### config.mk
export PLATFORM = sky130hd
export DESIGN_NAME = idma_mp_frontend_arbiter
export DESIGN_NICKNAME = d
export VERILOG_FILES = /design/src/rtl/idma_mp_frontend_arbiter.sv
export SDC_FILE = /design/constraint.sdc
export NUM_CORES = 1
export LEC_CHECK = 0
export ABC_AREA = 0
export CAP_MARGIN = 5
export CELL_PAD_IN_SITES_DETAIL_PLACEMENT = 2
export CELL_PAD_IN_SITES_GLOBAL_PLACEMENT = 2
export CORE_AREA = 2 2 225 227
export CTS_BUF_LIST = sky130_fd_sc_hd__clkbuf_8
export CTS_CLUSTER_SIZE = 8
export DETAILED_ROUTE_END_ITERATION = 10
export DIE_AREA = 0 0 227 229
export GPL_TIMING_DRIVEN = 0
export PLACE_DENSITY = 0.67
export SETUP_SLACK_MARGIN = 0.02
export SYNTH_ARGS = -nofsm -noshare
export SYNTH_HDL_FRONTEND = slang
export SYNTH_SLANG_ARGS = --single-unit
export TNS_END_PERCENT = 1
### constraint.sdc
create_clock -name clk_i -period 6.2 [get_ports clk_i]
set_clock_uncertainty 0.05 [all_clocks]
set_input_delay 1.86 -clock clk_i [delete_from_list [all_inputs] [get_ports clk_i]]
set_output_delay 1.86 -clock clk_i [all_outputs]
set_load 0.1 [all_outputs]
### src/rtl/idma_mp_frontend_arbiter.sv
// Round-robin arbiter that shares one iDMA midend request port between NumReq frontends.
// An in-order ID FIFO records the issuing frontend so that midend responses go back to it.
module idma_mp_frontend_arbiter #(
  parameter int unsigned NumReq         = 4,
  parameter int unsigned AddrWidth      = 32,
  parameter int unsigned LenWidth       = 32,
  parameter int unsigned MaxOutstanding = 8
) (
  input  logic                            clk_i,
  input  logic                            rst_ni,
  input  logic [NumReq-1:0]               req_valid_i,
  output logic [NumReq-1:0]               req_ready_o,
  input  logic [NumReq*AddrWidth-1:0]     req_src_addr_i,
  input  logic [NumReq*AddrWidth-1:0]     req_dst_addr_i,
  input  logic [NumReq*LenWidth-1:0]      req_len_i,
  output logic [NumReq-1:0]               rsp_valid_o,
  input  logic [NumReq-1:0]               rsp_ready_i,
  output logic                            rsp_error_o,
  output logic [AddrWidth-1:0]            rsp_err_addr_o,
  output logic                            mid_req_valid_o,
  input  logic                            mid_req_ready_i,
  output logic [AddrWidth-1:0]            mid_src_addr_o,
  output logic [AddrWidth-1:0]            mid_dst_addr_o,
  output logic [LenWidth-1:0]             mid_len_o,
  input  logic                            mid_rsp_valid_i,
  output logic                            mid_rsp_ready_o,
  input  logic                            mid_rsp_error_i,
  input  logic [AddrWidth-1:0]            mid_rsp_err_addr_i,
  output logic                            busy_o,
  output logic [$clog2(MaxOutstanding):0] outstanding_o
);

  localparam int unsigned IdxW = $clog2(NumReq);
  localparam int unsigned PtrW = $clog2(MaxOutstanding);
  localparam int unsigned CntW = PtrW + 1;

  typedef logic [IdxW-1:0] idx_t;
  typedef enum logic {IDLE, LOCKED} state_e;

  localparam logic [IdxW:0]   NumReqW = (IdxW+1)'(NumReq);
  localparam idx_t            LastIdx = idx_t'(NumReq - 1);
  localparam logic [CntW-1:0] FullCnt = CntW'(MaxOutstanding);

  state_e          state_q, state_d;
  idx_t            ptr_q, ptr_d, win_q, win_d, winner, arb_idx, head;
  logic            arb_found, grant_valid, full, empty, push, pop;
  logic [IdxW:0]   cand;
  idx_t            fifo_mem [MaxOutstanding];
  logic [PtrW-1:0] wr_ptr_q, rd_ptr_q;
  logic [CntW-1:0] count_q;

  logic [AddrWidth-1:0] src_arr [NumReq];
  logic [AddrWidth-1:0] dst_arr [NumReq];
  logic [LenWidth-1:0]  len_arr [NumReq];

  always_comb begin
    for (int unsigned i = 0; i < NumReq; i++) begin
      src_arr[i] = req_src_addr_i[i*AddrWidth +: AddrWidth];
      dst_arr[i] = req_dst_addr_i[i*AddrWidth +: AddrWidth];
      len_arr[i] = req_len_i[i*LenWidth +: LenWidth];
    end
  end

  assign full  = (count_q == FullCnt);
  assign empty = (count_q == '0);

  // First valid requester at or after the priority pointer, wrapping around.
  always_comb begin
    arb_found = 1'b0;
    arb_idx   = '0;
    cand      = '0;
    for (int unsigned i = 0; i < NumReq; i++) begin
      cand = {1'b0, ptr_q} + (IdxW+1)'(i);
      if (cand >= NumReqW) cand = cand - NumReqW;
      if (!arb_found && req_valid_i[cand[IdxW-1:0]]) begin
        arb_found = 1'b1;
        arb_idx   = cand[IdxW-1:0];
      end
    end
  end

  always_comb begin
    state_d     = state_q;
    win_d       = win_q;
    winner      = arb_idx;
    grant_valid = 1'b0;
    case (state_q)
      IDLE: begin
        if (!full && arb_found) begin
          grant_valid = 1'b1;
          if (!mid_req_ready_i) begin
            state_d = LOCKED;
            win_d   = arb_idx;
          end
        end
      end
      LOCKED: begin
        winner      = win_q;
        grant_valid = 1'b1;
        if (mid_req_ready_i) state_d = IDLE;
      end
      default: state_d = IDLE;
    endcase
  end

  // Gated by reset so no request leaks out combinationally while rst_ni is low.
  assign mid_req_valid_o = grant_valid & rst_ni;
  assign push            = mid_req_valid_o & mid_req_ready_i;
  assign ptr_d           = (winner == LastIdx) ? '0 : winner + 1'b1;

  assign mid_src_addr_o = mid_req_valid_o ? src_arr[winner] : '0;
  assign mid_dst_addr_o = mid_req_valid_o ? dst_arr[winner] : '0;
  assign mid_len_o      = mid_req_valid_o ? len_arr[winner] : '0;

  always_comb begin
    req_ready_o         = '0;
    req_ready_o[winner] = push;
  end

  assign head            = fifo_mem[rd_ptr_q];
  assign mid_rsp_ready_o = rsp_ready_i[head] & !empty;
  assign pop             = mid_rsp_valid_i & mid_rsp_ready_o;
  assign rsp_error_o     = mid_rsp_error_i;
  assign rsp_err_addr_o  = mid_rsp_err_addr_i;

  always_comb begin
    rsp_valid_o       = '0;
    rsp_valid_o[head] = mid_rsp_valid_i & !empty;
  end

  assign busy_o        = !empty | (|req_valid_i);
  assign outstanding_o = count_q;

  always_ff @(posedge clk_i or negedge rst_ni) begin
    if (!rst_ni) begin
      state_q  <= IDLE;
      ptr_q    <= '0;
      win_q    <= '0;
      wr_ptr_q <= '0;
      rd_ptr_q <= '0;
      count_q  <= '0;
    end else begin
      state_q <= state_d;
      win_q   <= win_d;
      if (push) begin
        ptr_q    <= ptr_d;
        wr_ptr_q <= wr_ptr_q + 1'b1;
      end
      if (pop) rd_ptr_q <= rd_ptr_q + 1'b1;
      case ({push, pop})
        2'b10:   count_q <= count_q + 1'b1;
        2'b01:   count_q <= count_q - 1'b1;
        default: count_q <= count_q;
      endcase
    end
  end

  always_ff @(posedge clk_i) begin
    if (push) fifo_mem[wr_ptr_q] <= winner;
  end

  a_locked_hold: assert property (@(posedge clk_i) disable iff (!rst_ni)
    (state_q == LOCKED) |-> req_valid_i[win_q]);
  a_rsp_not_empty: assert property (@(posedge clk_i) disable iff (!rst_ni)
    mid_rsp_valid_i |-> !empty);

endmodule

**Word level (Yosys, flattened, before mapping)**

Memory sizes are Yosys's and may differ from the RTL's.
Cells that the tools add are included.

- Bits in writable memories: 16
- Input bits: 429
- Memories kept: 1
- Bits in read-only memories: 0
- Register bits after elaboration: 15
- Word-level logic and storage cells: 110
- Latch bits: 0

Memories:

| memory | words | bits a word | rd ports | clocked after Yosys merged registers in | wr ports | line | RTL |
|---|---|---|---|---|---|---|---|
| fifo_mem | 8 | 2 | 1 | 0 | 1 | 48 | `idx_t fifo_mem [MaxOutstanding];` |

- Muxes and demuxes: 48
- Equality and inequality tests: 4
- Div/mod/pow operators: 0
- Bitwise gates (word level): 11
- Add/sub/neg operators: 12
- Reductions and logical operators: 15
- $lt $le $gt $ge: 13
- Multiply operators: 0
- Shift-type cells: 0

Operators by type and width:

| kind | number |
|---|---|
| 32-bit two-way mux | 9 |
| 32-bit binary-select mux with 2-bit select | 3 |
| 2-bit two-way mux | 10 |
| 2-bit by 3-bit < comparator with 1-bit output (second input constant) | 6 |
| 1-bit two-way mux | 16 |
| 3-bit >= comparator (second input constant) | 4 |
| 1-bit binary-select mux with 2-bit select | 5 |
| 4-bit bitwise AND | 2 |
| 4-bit case mux with 2 select lines | 1 |
| 2-bit by 1-bit subtractor with 2-bit output (second input constant) | 4 |
| 2-bit by 2-bit adder with 3-bit output (second input constant) | 2 |
| 3-bit by 1-bit adder with 3-bit output (second input constant) | 2 |
| 1-bit logical AND | 6 |
| 1-bit bitwise AND | 5 |
| 1-bit zero test | 5 |
| 4-bit by 1-bit adder with 4-bit output (second input constant) | 1 |
| 1-bit demux with 2-bit select | 2 |
| 2-bit == test (second input constant) | 2 |
| 4-bit == test (second input constant) | 1 |
| 2-bit by 1-bit >= comparator with 1-bit output (second input constant) | 2 |
| 4-bit zero test | 1 |
| 1-bit case mux with 2 select lines | 2 |
| 4-bit OR reduction | 1 |
| 4-bit by 1-bit subtractor with 4-bit output (second input constant) | 1 |
| other kinds (9) | 10 |

**Depth between registers and ports, before layout**

- Depth after elaboration: 21
- Depth in mapped cells: 13
- Depth with buffers taken out: 12

**Least setup slack after synthesis**

Ideal clock, no wire load.

- Path type: in2out
- From: input port req_valid_i[1]
- To: output port mid_len_o[10]
- Slack: -0.419 ns
- Data arrival time: 4.709 ns
- Stages: 7
- Path buffers: 2
- Path through: nor3b_1 > a211oi_1 > o31ai_1 > buf_2 > buf_2 > mux2i_1 > o22ai_1

- Word-level cells in the longest chain between the ends: 18
- Elaborated cells on any way between the ends: 32
- Classes of those cells: mux (23); bitwise (2); reduce/logical (7)

RTL lines:

| item | line | RTL |
|---|---|---|
| start, declared | 11 | `input logic [NumReq-1:0] req_valid_i,` |
| 1-bit binary-select mux with 2-bit select | 75 | `if (!arb_found && req_valid_i[cand[IdxW-1:0]]) begin` |
| 1-bit two-way mux (not written as such) | 75 |  |
| 1-bit two-way mux | 75 |  |
| 1-bit zero test | 75 |  |
| 1-bit logical AND | 75 |  |
| 1-bit two-way mux | 75 |  |
| 1-bit zero test | 75 |  |
| 1-bit logical AND | 75 |  |
| [... 2 more ...] | -- |  |
| 1-bit logical AND | 75 |  |
| 2-bit two-way mux (*) | 75 |  |
| 2-bit two-way mux (*) | 87 | `case (state_q)` |
| named net winner[1] | 45 | `idx_t ptr_q, ptr_d, win_q, win_d, winner, arb_idx, head;` |
| 2-bit inverter with 3-bit output (not written as such) (*) | 113 | `assign mid_len_o = mid_req_valid_o ? len_arr[winner] : '0;` |
| 32-bit binary-select mux with 2-bit select (*) | 113 |  |
| 32-bit two-way mux (not written as such) (*) (2 in a row) | 113 |  |
| 32-bit two-way mux (*) | 113 |  |
| end, declared | 24 | `output logic [LenWidth-1:0] mid_len_o,` |

The timed path passes the listed nets; every way through them passes the cells marked *. The select of a mux whose other input is x is not followed.

**Final worst setup path**

- From: input port req_valid_i[1]
- To: output port mid_dst_addr_o[29]

- Word-level cells in the longest chain between the ends: 18
- Elaborated cells on any way between the ends: 32
- Classes of those cells: mux (23); bitwise (2); reduce/logical (7)

RTL lines:

| item | line | RTL |
|---|---|---|
| 1-bit binary-select mux with 2-bit select | 75 |  |
| 1-bit two-way mux (not written as such) | 75 |  |
| 1-bit two-way mux | 75 |  |
| 1-bit zero test | 75 |  |
| 1-bit logical AND | 75 |  |
| 1-bit two-way mux | 75 |  |
| 1-bit zero test | 75 |  |
| 1-bit logical AND | 75 |  |
| 1-bit two-way mux | 75 |  |
| 1-bit zero test | 75 |  |
| 1-bit logical AND | 75 |  |
| 2-bit two-way mux | 75 |  |
| 2-bit two-way mux | 87 |  |
| 2-bit inverter with 3-bit output (not written as such) | 112 | `assign mid_dst_addr_o = mid_req_valid_o ? dst_arr[winner] : '0;` |
| 32-bit binary-select mux with 2-bit select | 112 |  |
| 32-bit two-way mux (not written as such) (2 in a row) | 112 |  |
| 32-bit two-way mux (*) | 112 |  |
| end, declared | 23 | `output logic [AddrWidth-1:0] mid_dst_addr_o,` |

Every way passes the cells marked *; elsewhere a longest branch is shown, timed or not. The select of a mux whose other input is x is not followed.

==> impl_metrics.json <==
{
  "status": "completed",
  "irDropWorstVdd_uv": 244,
  "dr.pass1.iters": 4,
  "fillerInstances": 5737,
  "relSlewSlack_pct": 31.4,
  "ys_seq_area_share_pct": 18.3,
  "worstPathMaxFanout": 10,
  "cap_violations": 0,
  "chipWidth_um": 227,
  "wl_per_cell_um": 20.6,
  "crit_chain": "dlygate4sd2_1 > nor3b_2 > a211oi_2 > o31ai_4 > buf_4 > buf_6 > buf_4 > mux2i_1 > o22ai_1 > buf_6",
  "clockBufferDepth": 2,
  "r2r_cells": 13,
  "wl_um": 35800,
  "fin_cells": 1736,
  "grt_max_degree": 20,
  "die_area_sq_um": 52000,
  "async_reset_ff_share_pct": 48.4,
  "initial_core_util_pct": 9.40,
  "syn_nets": 947,
  "synth-adder-area-share_pct": 2.84,
  "slowest_delay_ps": 340,
  "synthXorXnorAreaFrac_pct": 1.50,
  "num_io_pins": 573,
  "r2r-end": "outstanding_o[3]",
  "fin_crit_sh_pct": 97.9,
  "ctsHoldBuffers": 0,
  "synth_compound_area_share_pct": 15.7,
  "place_congestion": 0.833,
  "fmax_mhz": 165,
  "tightest_slew_ps": 1030,
  "synth-simple-area-share_pct": 6.01,
  "synth.distinct_cells": 44,
  "finalSetupViolCount": 0,
  "grt_pass1_wl_um": 50200,
  "utilization_pct": 23.4,
  "startpoint": "req_valid_i[1]",
  "worst_slack_ps": 133,
  "h-tree-depth": 2,
  "dp_hpwl_um": 30600,
  "syn_to_final_growth_pct": 149,
  "wl_met1_um": 13300,
  "cts.reportedPaths.clkPinSlew_ps": 70,
  "internal_power_mw": 1.87,
  "cp-start-kind": "input pin",
  "clkLatencyLatePin_ps": 290,
  "pwr-share-comb_pct": 89.1,
  "grt_pass1_vias": 7535,
  "synth_ff_type": "edfxtp_1",
  "die_y_um": 229,
  "p_sw_share_pct": 63.5,
  "viasPerCell": 3.74,
  "power_density_nw_per_um2": 440,
  "drive_gt1_share_pct": 24.1,
  "crit_slowest_cell": "mux2i_1",
  "track_usage_pct": 13.1,
  "place_inst": 1720,
  "dr_wl_met2_um": 20400,
  "hold_path.class": "flip-flop to flip-flop",
  "synth_top_family_by_area": "multiplexers",
  "dr_wl_met3_um": 1860,
  "vias": 6497,
  "critPathKind": "input pin to output pin",
  "power_frac_clock_pct": 4.0,
  "antenna_found_initial": 1,
  "total_power_mw": 5.12,
  "rows": 82,
  "coreArea_sq_um": 49700,
  "drt_iter0_markers": 108,
  "ys.warnings.count": 0,
  "pwr-share-seq_pct": 7.0,
  "io_buffers": 539,
  "ant_nets": 0,
  "finalSetupTns_ps": 0,
  "syn_inst": 508,
  "whs_ps": 482,
  "syn_area_sq_um": 4670,
  "timing.rr.start": "rd_ptr_q[0]",
  "r2r_setup_slack_ps": 2750,
  "final_nets": 1501,
  "clock-root-buffer": "clkbuf_8",
  "top_layer": "met4",
  "slew_viol_final": 0,
  "synthMuxAreaShare_pct": 45.5,
  "placed_cell_area_sq_um": 10900,
  "grt_setup_unrepaired": "yes",
  "synth_edf_count": 16,
  "drc": 0,
  "p_switching_mw": 3.25,
  "clock-sinks": 31,
  "ys_seq_elements": 31,
  "layout_min_cycle_time_ps": 6070,
  "cts_tree": "done",
  "p_leak_nw": 4.55,
  "cts_buffers": 5,
  "place_ws_ps": -2280,
  "synth.avg_cell_area_sq_um": 9.18,
  "arrival_ps": 4160,
  "cp-end-kind": "output pin",
  "finalInstanceArea_sq_um": 11600,
  "crit_path_end": "mid_dst_addr_o[29]",
  "final_hold_viol_count": 0,
  "worstPathRequired_ps": 4290,
  "grt_overflow": 0
}
[layer usage]
metal | vias to the layer above | GRT usage, %
met4 | 0 | 1.41
met5 | - | 0
li1 | 3034 | -
met2 | 250 | 26.4
met1 | 3198 | 14.3
met3 | 15 | 2.36
[sequential cells by signal (all words and copies together), names as in the netlist]
name / flops
wr_ptr_q: 3
ptr_q: 2
state_q: 1
fifo_mem: 16
rd_ptr_q: 3
win_q: 2
outstanding_o: 4
[cell type report]
class	instances	area, sq um	area share (%)
buffer	76	592	5.09
clock inverter	3	43.8	0.377
antenna	1	2.50	0.0215
sequential	31	856	7.36
tap	672	841	7.23
multi-input combinational	393	3700	31.9
clock buffer	5	68.8	0.592
timing repair buffer	547	5490	47.2
inverter	8	30.0	0.258
[cell usage in the layout, fill, tap and decap left out, types with 6 or more instances in the layout]
| cell type | synthesis | final |
|---|---|---|
| clkdlybuf4s50_1 | 0 | 434 |
| nor2_1 | 15 | 15 |
| nand2_1 | 17 | 16 |
| clkbuf_2 | 0 | 9 |
| ha_1 | 9 | 9 |
| buf_8 | 0 | 6 |
| dfrtp_1 | 15 | 15 |
| mux2i_1 | 194 | 187 |
| buf_4 | 33 | 87 |
| buf_6 | 1 | 66 |
| o22ai_2 | 0 | 35 |
| xnor2_1 | 6 | 6 |
| clkbuf_4 | 0 | 10 |
| edfxtp_1 | 16 | 16 |
| o22ai_1 | 96 | 60 |
| clkbuf_8 | 0 | 7 |
[cells by family (layout without fill, tap and decap cells)]
| logic type | Yosys count | after routing |
|---|---|---|
| buf+inv | 84 | 639 |
| xor+xnor | 8 | 8 |
| compound gates | 114 | 114 |
| fa+ha+maj | 10 | 10 |
| other cells | 0 | 1 |
| flops | 31 | 31 |
| mux | 204 | 204 |
| simple gates | 57 | 57 |
[worst min-delay path by stage]
stage | startpoint | endpoint | slack [ps] | depth (start not counted)
floorplan | win_q[1] | win_q[1] | 400 | 2
global placement | win_q[1] | win_q[1] | 430 | 2
detailed placement | win_q[1] | win_q[1] | 440 | 2
CTS | win_q[1] | win_q[1] | 460 | 2
global route | win_q[1] | win_q[1] | 510 | 2
finish | wr_ptr_q[2] | wr_ptr_q[2] | 480 | 1
[worst max-delay path: cells and delay by family]
| family | cells | cell delay (ps) |
|---|---|---|
| buffers and inverters | 5 | 1220 |
| AO/OA/AOI/OAI | 3 | 470 |
| multiplexers | 1 | 340 |
| AND/OR/NAND/NOR | 1 | 240 |
[Yosys cell counts (all sizes together) (2+ instances only)]
| master | number | area share [%] |
|---|---|---|
| mux2i | 194 | 42 |
| o21ai | 3 | 0.32 |
| o31ai | 3 | 0.48 |
| o22ai | 96 | 13 |
| clkbuf | 20 | 1.6 |
| and2 | 5 | 0.67 |
| mux2 | 6 | 1.8 |
| nand2 | 18 | 1.6 |
| a21oi | 3 | 0.32 |
| nor3 | 3 | 0.32 |
| nand2b | 4 | 0.54 |
| nor2b | 3 | 0.40 |
| ha | 9 | 2.4 |
| mux4 | 4 | 2.1 |
| xor2 | 2 | 0.38 |
| edfxtp | 16 | 10 |
| nor4 | 2 | 0.27 |
| nand3 | 2 | 0.21 |
| nor2 | 15 | 1.2 |
| inv | 8 | 0.64 |
| buf | 56 | 7.9 |
| o41ai | 3 | 0.56 |
| xnor2 | 6 | 1.1 |
| dfrtp | 15 | 8.0 |
[repair_timing]
action	in CTS	in global routing
cloned	0	0
pin swaps	2	2
gates resized for setup	750	56
setup endpoints to repair	101	97
buffers inserted	5	2
[power groups by stage]
stage | Combinational (mW) | Clock [mW] | Sequential [mW]
detailed placement | 4.33 | 0 | 0.359
CTS | 4.54 | 0.208 | 0.357
finish | 4.56 | 0.203 | 0.356
global route | 4.77 | 0.217 | 0.368
floorplan | 2.97 | 0 | 0.436
global placement | 4.29 | 0 | 0.356
Power figures use the tool's default switching activity.
